### config.mk
export PLATFORM = sky130hd
export DESIGN_NAME = model_layer_node_unit_fp_mul_pipe
export DESIGN_NICKNAME = d
export VERILOG_FILES = /design/src/rtl/model_layer_node_unit_fp_mul_pipe_pkg.sv /design/src/rtl/model_layer_node_unit_fp_mul_pipe_classify.sv /design/src/rtl/model_layer_node_unit_fp_mul_pipe.sv
export SDC_FILE = /design/constraint.sdc
export NUM_CORES = 2
export LEC_CHECK = 0
export BUFFER_PORTS_ARGS = -buffer_cell sky130_fd_sc_hd__buf_2
export CORE_MARGIN = 3
export CORE_UTILIZATION = 40
export CTS_BUF_LIST = sky130_fd_sc_hd__clkbuf_16
export DETAILED_ROUTE_END_ITERATION = 12
export GPL_TIMING_DRIVEN = 0
export SYNTH_ARGS = -nofsm -noshare
export SYNTH_HDL_FRONTEND = slang
export SYNTH_SLANG_ARGS = --single-unit
export TNS_END_PERCENT = 50
### constraint.sdc
create_clock -name clk -period 3.15 [get_ports clk]
set_input_delay 0.7875 -clock clk [delete_from_list [all_inputs] [get_ports clk]]
set_output_delay 0.7875 -clock clk [all_outputs]
set_load 0.02 [all_outputs]
### src/rtl/model_layer_node_unit_fp_mul_pipe_pkg.sv
// rtl/model_layer_node_unit_fp_mul_pipe_pkg.sv - shared constants, operand classes and flag indices
package fp_pkg;

    localparam int EXP_W_DEF = 8;
    localparam int MAN_W_DEF = 23;
    localparam int BIAS      = 2 ** (EXP_W_DEF - 1) - 1;
    localparam int W         = 1 + EXP_W_DEF + MAN_W_DEF;
    localparam logic [W-1:0] QNAN = {1'b0, {EXP_W_DEF{1'b1}}, 1'b1, {(MAN_W_DEF-1){1'b0}}};

    typedef enum logic [2:0] {
        CLS_ZERO = 3'd0,
        CLS_SUB  = 3'd1,
        CLS_INF  = 3'd2,
        CLS_NAN  = 3'd3,
        CLS_NORM = 3'd4
    } fp_class_e;

    localparam int FLAG_ZERO = 0;
    localparam int FLAG_UNF  = 1;
    localparam int FLAG_OVF  = 2;
    localparam int FLAG_NAN  = 3;

endpackage

### src/rtl/model_layer_node_unit_fp_mul_pipe_classify.sv
// rtl/model_layer_node_unit_fp_mul_pipe_classify.sv - per-operand field split and class decode
module model_layer_node_unit_fp_classify
    import fp_pkg::*;
#(
    parameter int EXP_W = 8,
    parameter int MAN_W = 23
) (
    input  logic [EXP_W+MAN_W:0] op_i,
    output logic [2:0]           cls_o,
    output logic                 sign_o,
    output logic [EXP_W-1:0]     exp_o,
    output logic [MAN_W:0]       man_o
);

    logic [EXP_W-1:0] exp_f;
    logic [MAN_W-1:0] man_f;
    logic             exp_zero;
    logic             exp_ones;
    logic             man_zero;
    fp_class_e        cls;

    assign sign_o   = op_i[EXP_W+MAN_W];
    assign exp_f    = op_i[EXP_W+MAN_W-1:MAN_W];
    assign man_f    = op_i[MAN_W-1:0];
    assign exp_zero = ~|exp_f;
    assign exp_ones = &exp_f;
    assign man_zero = ~|man_f;

    always_comb begin
        cls = CLS_NORM;
        if (exp_zero) begin
            cls = man_zero ? CLS_ZERO : CLS_SUB;
        end else if (exp_ones) begin
            cls = man_zero ? CLS_INF : CLS_NAN;
        end
    end

    assign cls_o = cls;
    assign exp_o = exp_f;
    // Hidden bit is only meaningful for normals; subnormals are flushed by the caller.
    assign man_o = {~exp_zero, man_f};

endmodule

### src/rtl/model_layer_node_unit_fp_mul_pipe.sv
// rtl/model_layer_node_unit_fp_mul_pipe.sv - 3-stage pipelined FP multiplier with valid/ready and tag
module model_layer_node_unit_fp_mul_pipe
    import fp_pkg::*;
#(
    parameter int EXP_W = 8,
    parameter int MAN_W = 23,
    parameter int RNE   = 1,
    parameter int TAG_W = 8
) (
    input  logic                     clk,
    input  logic                     rst_n,
    input  logic                     in_valid,
    output logic                     in_ready,
    input  logic [EXP_W+MAN_W:0]     a,
    input  logic [EXP_W+MAN_W:0]     b,
    input  logic [TAG_W-1:0]         in_tag,
    output logic                     out_valid,
    input  logic                     out_ready,
    output logic [EXP_W+MAN_W:0]     c,
    output logic [TAG_W-1:0]         out_tag,
    output logic [3:0]               flags
);

    localparam int WW = 1 + EXP_W + MAN_W;
    localparam int PW = 2 * MAN_W + 2;
    localparam int XW = EXP_W + 2;
    localparam logic [XW-1:0] BIAS_X = XW'((1 << (EXP_W - 1)) - 1);
    localparam logic signed [XW-1:0] EXP_MAX = XW'((1 << EXP_W) - 1);
    localparam logic [WW-1:0] QNAN_W = {1'b0, {EXP_W{1'b1}}, 1'b1, {(MAN_W-1){1'b0}}};

    logic en;

    logic [2:0]       cls_a, cls_b;
    logic             sgn_a, sgn_b;
    logic [EXP_W-1:0] exp_a, exp_b;
    logic [MAN_W:0]   man_a, man_b;

    logic                 s1_valid_q, s1_sign_q, s1_nan_q, s1_inf_q, s1_zero_q;
    logic [XW-1:0]        s1_exp_q;
    logic [PW-1:0]        s1_prod_q;
    logic [TAG_W-1:0]     s1_tag_q;
    logic                 s1_nan_d, s1_inf_d, s1_zero_d;
    logic [XW-1:0]        s1_exp_d;
    logic [PW-1:0]        s1_prod_d;

    logic                 s2_valid_q, s2_sign_q, s2_nan_q, s2_inf_q, s2_zero_q;
    logic                 s2_guard_q, s2_sticky_q;
    logic [XW-1:0]        s2_exp_q;
    logic [MAN_W-1:0]     s2_man_q;
    logic [TAG_W-1:0]     s2_tag_q;
    logic                 s2_guard_d, s2_sticky_d;
    logic [XW-1:0]        s2_exp_d;
    logic [MAN_W-1:0]     s2_man_d;

    logic                 out_valid_q;
    logic [WW-1:0]        c_q, c_d;
    logic [3:0]           flags_q, flags_d;
    logic [TAG_W-1:0]     tag_q;

    logic                 inc;
    logic                 carry;
    logic [MAN_W-1:0]     rman;
    logic signed [XW-1:0] fexp;

    assign en       = ~out_valid_q | out_ready;
    assign in_ready = en;

    model_layer_node_unit_fp_classify #(.EXP_W(EXP_W), .MAN_W(MAN_W)) u_cls_a (
        .op_i   (a),
        .cls_o  (cls_a),
        .sign_o (sgn_a),
        .exp_o  (exp_a),
        .man_o  (man_a)
    );

    model_layer_node_unit_fp_classify #(.EXP_W(EXP_W), .MAN_W(MAN_W)) u_cls_b (
        .op_i   (b),
        .cls_o  (cls_b),
        .sign_o (sgn_b),
        .exp_o  (exp_b),
        .man_o  (man_b)
    );

    // Stage 1: subnormals count as zero; zero x inf is folded into the NaN case here.
    always_comb begin
        logic za, zb, ia, ib;
        za        = (cls_a == CLS_ZERO) || (cls_a == CLS_SUB);
        zb        = (cls_b == CLS_ZERO) || (cls_b == CLS_SUB);
        ia        = (cls_a == CLS_INF);
        ib        = (cls_b == CLS_INF);
        s1_nan_d  = (cls_a == CLS_NAN) || (cls_b == CLS_NAN) || (za && ib) || (zb && ia);
        s1_inf_d  = ia || ib;
        s1_zero_d = za || zb;
        s1_exp_d  = XW'(exp_a) + XW'(exp_b) - BIAS_X;
        s1_prod_d = PW'(man_a) * PW'(man_b);
    end

    always_ff @(posedge clk or negedge rst_n) begin
        if (!rst_n) begin
            s1_valid_q <= 1'b0;
            s1_sign_q  <= 1'b0;
            s1_nan_q   <= 1'b0;
            s1_inf_q   <= 1'b0;
            s1_zero_q  <= 1'b0;
            s1_exp_q   <= '0;
            s1_prod_q  <= '0;
            s1_tag_q   <= '0;
        end else if (en) begin
            s1_valid_q <= in_valid;
            s1_sign_q  <= sgn_a ^ sgn_b;
            s1_nan_q   <= s1_nan_d;
            s1_inf_q   <= s1_inf_d;
            s1_zero_q  <= s1_zero_d;
            s1_exp_q   <= s1_exp_d;
            s1_prod_q  <= s1_prod_d;
            s1_tag_q   <= in_tag;
        end
    end

    // Stage 2: product of two [1,2) values lies in [1,4); normalise by at most one place.
    always_comb begin
        if (s1_prod_q[PW-1]) begin
            s2_exp_d    = s1_exp_q + XW'(1);
            s2_man_d    = s1_prod_q[PW-2 -: MAN_W];
            s2_guard_d  = s1_prod_q[MAN_W];
            s2_sticky_d = |s1_prod_q[MAN_W-1:0];
        end else begin
            s2_exp_d    = s1_exp_q;
            s2_man_d    = s1_prod_q[PW-3 -: MAN_W];
            s2_guard_d  = s1_prod_q[MAN_W-1];
            s2_sticky_d = |s1_prod_q[MAN_W-2:0];
        end
    end

    always_ff @(posedge clk or negedge rst_n) begin
        if (!rst_n) begin
            s2_valid_q  <= 1'b0;
            s2_sign_q   <= 1'b0;
            s2_nan_q    <= 1'b0;
            s2_inf_q    <= 1'b0;
            s2_zero_q   <= 1'b0;
            s2_guard_q  <= 1'b0;
            s2_sticky_q <= 1'b0;
            s2_exp_q    <= '0;
            s2_man_q    <= '0;
            s2_tag_q    <= '0;
        end else if (en) begin
            s2_valid_q  <= s1_valid_q;
            s2_sign_q   <= s1_sign_q;
            s2_nan_q    <= s1_nan_q;
            s2_inf_q    <= s1_inf_q;
            s2_zero_q   <= s1_zero_q;
            s2_guard_q  <= s2_guard_d;
            s2_sticky_q <= s2_sticky_d;
            s2_exp_q    <= s2_exp_d;
            s2_man_q    <= s2_man_d;
            s2_tag_q    <= s1_tag_q;
        end
    end

    // Stage 3: round, then range-check the exponent that survives rounding.
    always_comb begin
        inc             = (RNE != 0) && s2_guard_q && (s2_sticky_q || s2_man_q[0]);
        {carry, rman}   = {1'b0, s2_man_q} + (MAN_W+1)'(inc);
        fexp            = s2_exp_q + XW'(carry);
        c_d             = {s2_sign_q, fexp[EXP_W-1:0], rman};
        flags_d         = 4'b0000;
        if (s2_nan_q) begin
            c_d                = QNAN_W;
            flags_d[FLAG_NAN]  = 1'b1;
        end else if (s2_inf_q) begin
            c_d                = {s2_sign_q, {EXP_W{1'b1}}, {MAN_W{1'b0}}};
        end else if (s2_zero_q) begin
            c_d                = {s2_sign_q, {(EXP_W+MAN_W){1'b0}}};
            flags_d[FLAG_ZERO] = 1'b1;
        end else if (fexp >= EXP_MAX) begin
            c_d                = {s2_sign_q, {EXP_W{1'b1}}, {MAN_W{1'b0}}};
            flags_d[FLAG_OVF]  = 1'b1;
        end else if (fexp <= 0) begin
            c_d                = {s2_sign_q, {(EXP_W+MAN_W){1'b0}}};
            flags_d[FLAG_UNF]  = 1'b1;
            flags_d[FLAG_ZERO] = 1'b1;
        end
    end

    always_ff @(posedge clk or negedge rst_n) begin
        if (!rst_n) begin
            out_valid_q <= 1'b0;
            c_q         <= '0;
            flags_q     <= '0;
            tag_q       <= '0;
        end else if (en) begin
            out_valid_q <= s2_valid_q;
            c_q         <= c_d;
            flags_q     <= flags_d;
            tag_q       <= s2_tag_q;
        end
    end

    assign out_valid = out_valid_q;
    assign c         = c_q;
    assign flags     = flags_q;
    assign out_tag   = tag_q;

endmodule
==> flow_summary.toml <==
[status]
outcome = "complete, but fails checks"
violations = "setup timing"

[worst_setup_path]
worst-path-max-fanout = 4
cp-start-kind = "primary input"
required_ns = 3.47
critical_path_class = "primary input to register"
arrival_ns = 7.17
cp-end-kind = "register"

[sta]
tightest_slew_ns = 0.915
max_freq_mhz = 146
hold_viol_final = 0
fin_crit_sh_pct = 217
whs_ns = 0.300
relSlewSlack_pct = 39.0
final-setup-viol-count = 77
skew_ns = 0.00919
slew_violations = 0
rsz0062_at_grt = "true"
setup_slack_ns = -3.69
period_needed_ns = 6.84

[final_layout]
drive_above_1_share_pct = 19.8
fin_area_sq_um = 32900
area_growth_pct = 24.2
fin_nets = 3975
final_common_cell = "nand2_1"
layout_common_cells = "558 x nand2_1, 491 x inv_1, 447 x fa_1"

[yosys]
synth_edf_count = 0
synth.net_count = 3721
ys.flop_type = "dfrtp_1"
yosysSeqAreaShare_pct = 15.5
yosysUniqueCellTypes = 67
ys_ff_latch = 164
synth.area.top_cells = "fa_1 37%, dfrtp_1 16%, ha_1 9.2%"
muxShareOfSynthArea_pct = 0.988
synthCells = 2968
synth_compound_area_share_pct = 6.77
synth_top_family_by_area = "adder cells"
async_flop_share_pct = 100
synth-simple-area-share_pct = 19.0
synth_xor_area_share_pct = 2.45
post-synth-top-area-cell = "fa_1"
synth-adder-area-share_pct = 45.7
syn-cell-area_sq_um = 26500
avgSynthCellArea_sq_um = 8.92
yosysWarnings = 0
yosysTopAreaCellShare_pct = 36.5

[place]
place.gp.congestion = 1.00
dp_slack_ns = -4.83
port_buffers = 118
placed_cell_area_sq_um = 29200
hpwl_um = 69900

[drt]
wire_per_inst_um = 22.1
drtIter0Drc = 1566
wl_um = 90500
antenna_left = 0
vias_per_cell = 5.28
drcViolationCount = 0
via_count = 21600
dr.pass1.iters = 5

[floorplanning]
fp.dieH_um = 263
die_w_um = 263
initial_utilization_pct = 40.8
rows = 93
io_pins = 122
dieArea_sq_um = 69300
core_area_sq_um = 64900

[global_routing]
grt_usage_pct = 26.0
grt_pass1_wl_um = 136000
grt_max_degree = 95
overflow = 0
antenna_found_initial = 4
first_global_vias = 22200

[hold_path]
hold_path_class = "primary input to async pin"

[cts]
cts_made_buffers = 17
cts_tree = "built"
htreeDepth = 4
clock_sinks = 164
worstSkewPairLatency_ns = 0.43
cts-root-buf = "clkbuf_16"
clockBufferDepth = 2
clk_pin_slew_ns = 0.07

[job]
drv_cap = 0
==> cell usage after synthesis (4+ instances only) <==
master and number:
nand2_1 576, inv_1 521, fa_1 483, and2_1 256
ha_1 194, dfrtp_1 164, clkbuf_1 140, o21ai_0 89
nor2_1 77, a21oi_1 69, xnor2_1 39, xor2_1 35
a21o_1 32, nand3_1 30, mux2i_1 25, nor3_1 24
nor4_1 24, and3_1 23, nand4_1 22, o21a_1 13
buf_1 11, a211oi_1 10, o21bai_1 9, nor2b_1 8
o31ai_1 7, a31oi_1 6, o22ai_1 6, or2_2 6
a221oi_1 5, and4_1 5, a211o_1 4
==> per-stage QoR <==
| step | std cells | utilization (%) | TNS, ns |
|---|---|---|---|
| 2_1_floorplan | 2968 | - | -126.54 |
| 3_3_place_gp | 3941 | 44.9 | -421.22 |
| 3_5_place_dp | 3942 | 45.0 | -210.05 |
| 4_1_cts | 4072 | 49.5 | -144.93 |
| 5_1_grt | 4091 | 50.6 | -159.08 |
| 6_report | 4094 | 50.6 | -145.12 |
==> kinds of logic (layout without fill, tap and decap cells) <==
group                    count (synthesis)  in the layout
adder cells (fa/ha/maj)                677            677
multiplexers                            26             26
buffers and inverters                  675            942
flip-flops                             164            164
AO/OA/AOI/OAI                          282            282
AND/OR/NAND/NOR                       1070           1070
other                                    0              4
XOR/XNOR                                74             74
==> final timing paths <==
| check | startpoint | to | slack [ns] | cells past startpoint |
|---|---|---|---|---|
| setup / recovery | b[28] | s1_prod_q[47] | -3.69 | 25 |
| hold / removal | rst_n | c[30] | 0.30 | 1 |
| setup reg to reg | s2_man_q[0] | c[13] | -0.73 | 18 |
| hold reg to reg | out_tag[0] | out_tag[0] | 0.46 | 2 |
| max in group asynchronous | rst_n | s1_exp_q[6] | 1.98 | 2 |
| min in group clk | out_tag[0] | out_tag[0] | 0.46 | 2 |
==> metal layers <==
| layer | share of wire (%) | track usage [%] |
|---|---|---|
| met1 | 42 | 35.3 |
| met2 | 45 | 41.4 |
| met3 | 8.5 | 4.83 |
| met4 | 4.5 | 9.92 |
| met5 | 0 | 0 |
==> registers in the layout, indices dropped and copies added, names as in the netlist, 8 cells and up <==
| register | count |
|---|---|
| s1_prod_q | 48 |
| c | 32 |
| s2_man_q | 23 |
| s1_exp_q | 10 |
| s2_exp_q | 10 |
| out_tag | 8 |
| s1_tag_q | 8 |
| s2_tag_q | 8 |
==> timing repair <==
action | CTS | global route
cloned | 2 | 1
resized for setup | 343 | 152
setup buffers | 99 | 19
pin swaps | 86 | 80
hold buffers | 0 | 0
setup endpoints to repair | 79 | 79
==> cell type report <==
| type | instances | area [sq um] |
|---|---|---|
| diodes | 4 | 10.0 |
| inverters | 522 | 1960 |
| plain buffers | 149 | 1820 |
| repair buffers | 239 | 2050 |
| clock inverters | 15 | 155 |
| well taps | 855 | 1070 |
| multi-input cells | 2129 | 21300 |
| flip-flops and latches | 164 | 4100 |
| fillers | 6072 | 32000 |
| clock buffers | 17 | 425 |
==> critical path, stage by stage <==
cell and delay, ns:
buf_8 0.10, nor4_4 0.32, nand2_4 0.18, clkbuf_8 0.20, buf_4 0.14, and2_1 0.17
fa_1 0.49, inv_1 0.05, fa_1 0.45, fa_1 0.51, fa_1 0.46, fa_1 0.56
inv_1 0.05, fa_2 0.59, ha_4 0.22, ha_1 0.28, clkbuf_8 0.13, nand4_1 0.10
or2_4 0.29, nor2b_4 0.13, nor4_4 0.06, o21ai_2 0.21, o211ai_1 0.15, and2_1 0.18
o311ai_2 0.30
Power is not shown: default switching activity piles up to over one toggle a cycle in this logic, so the estimate is an artifact.
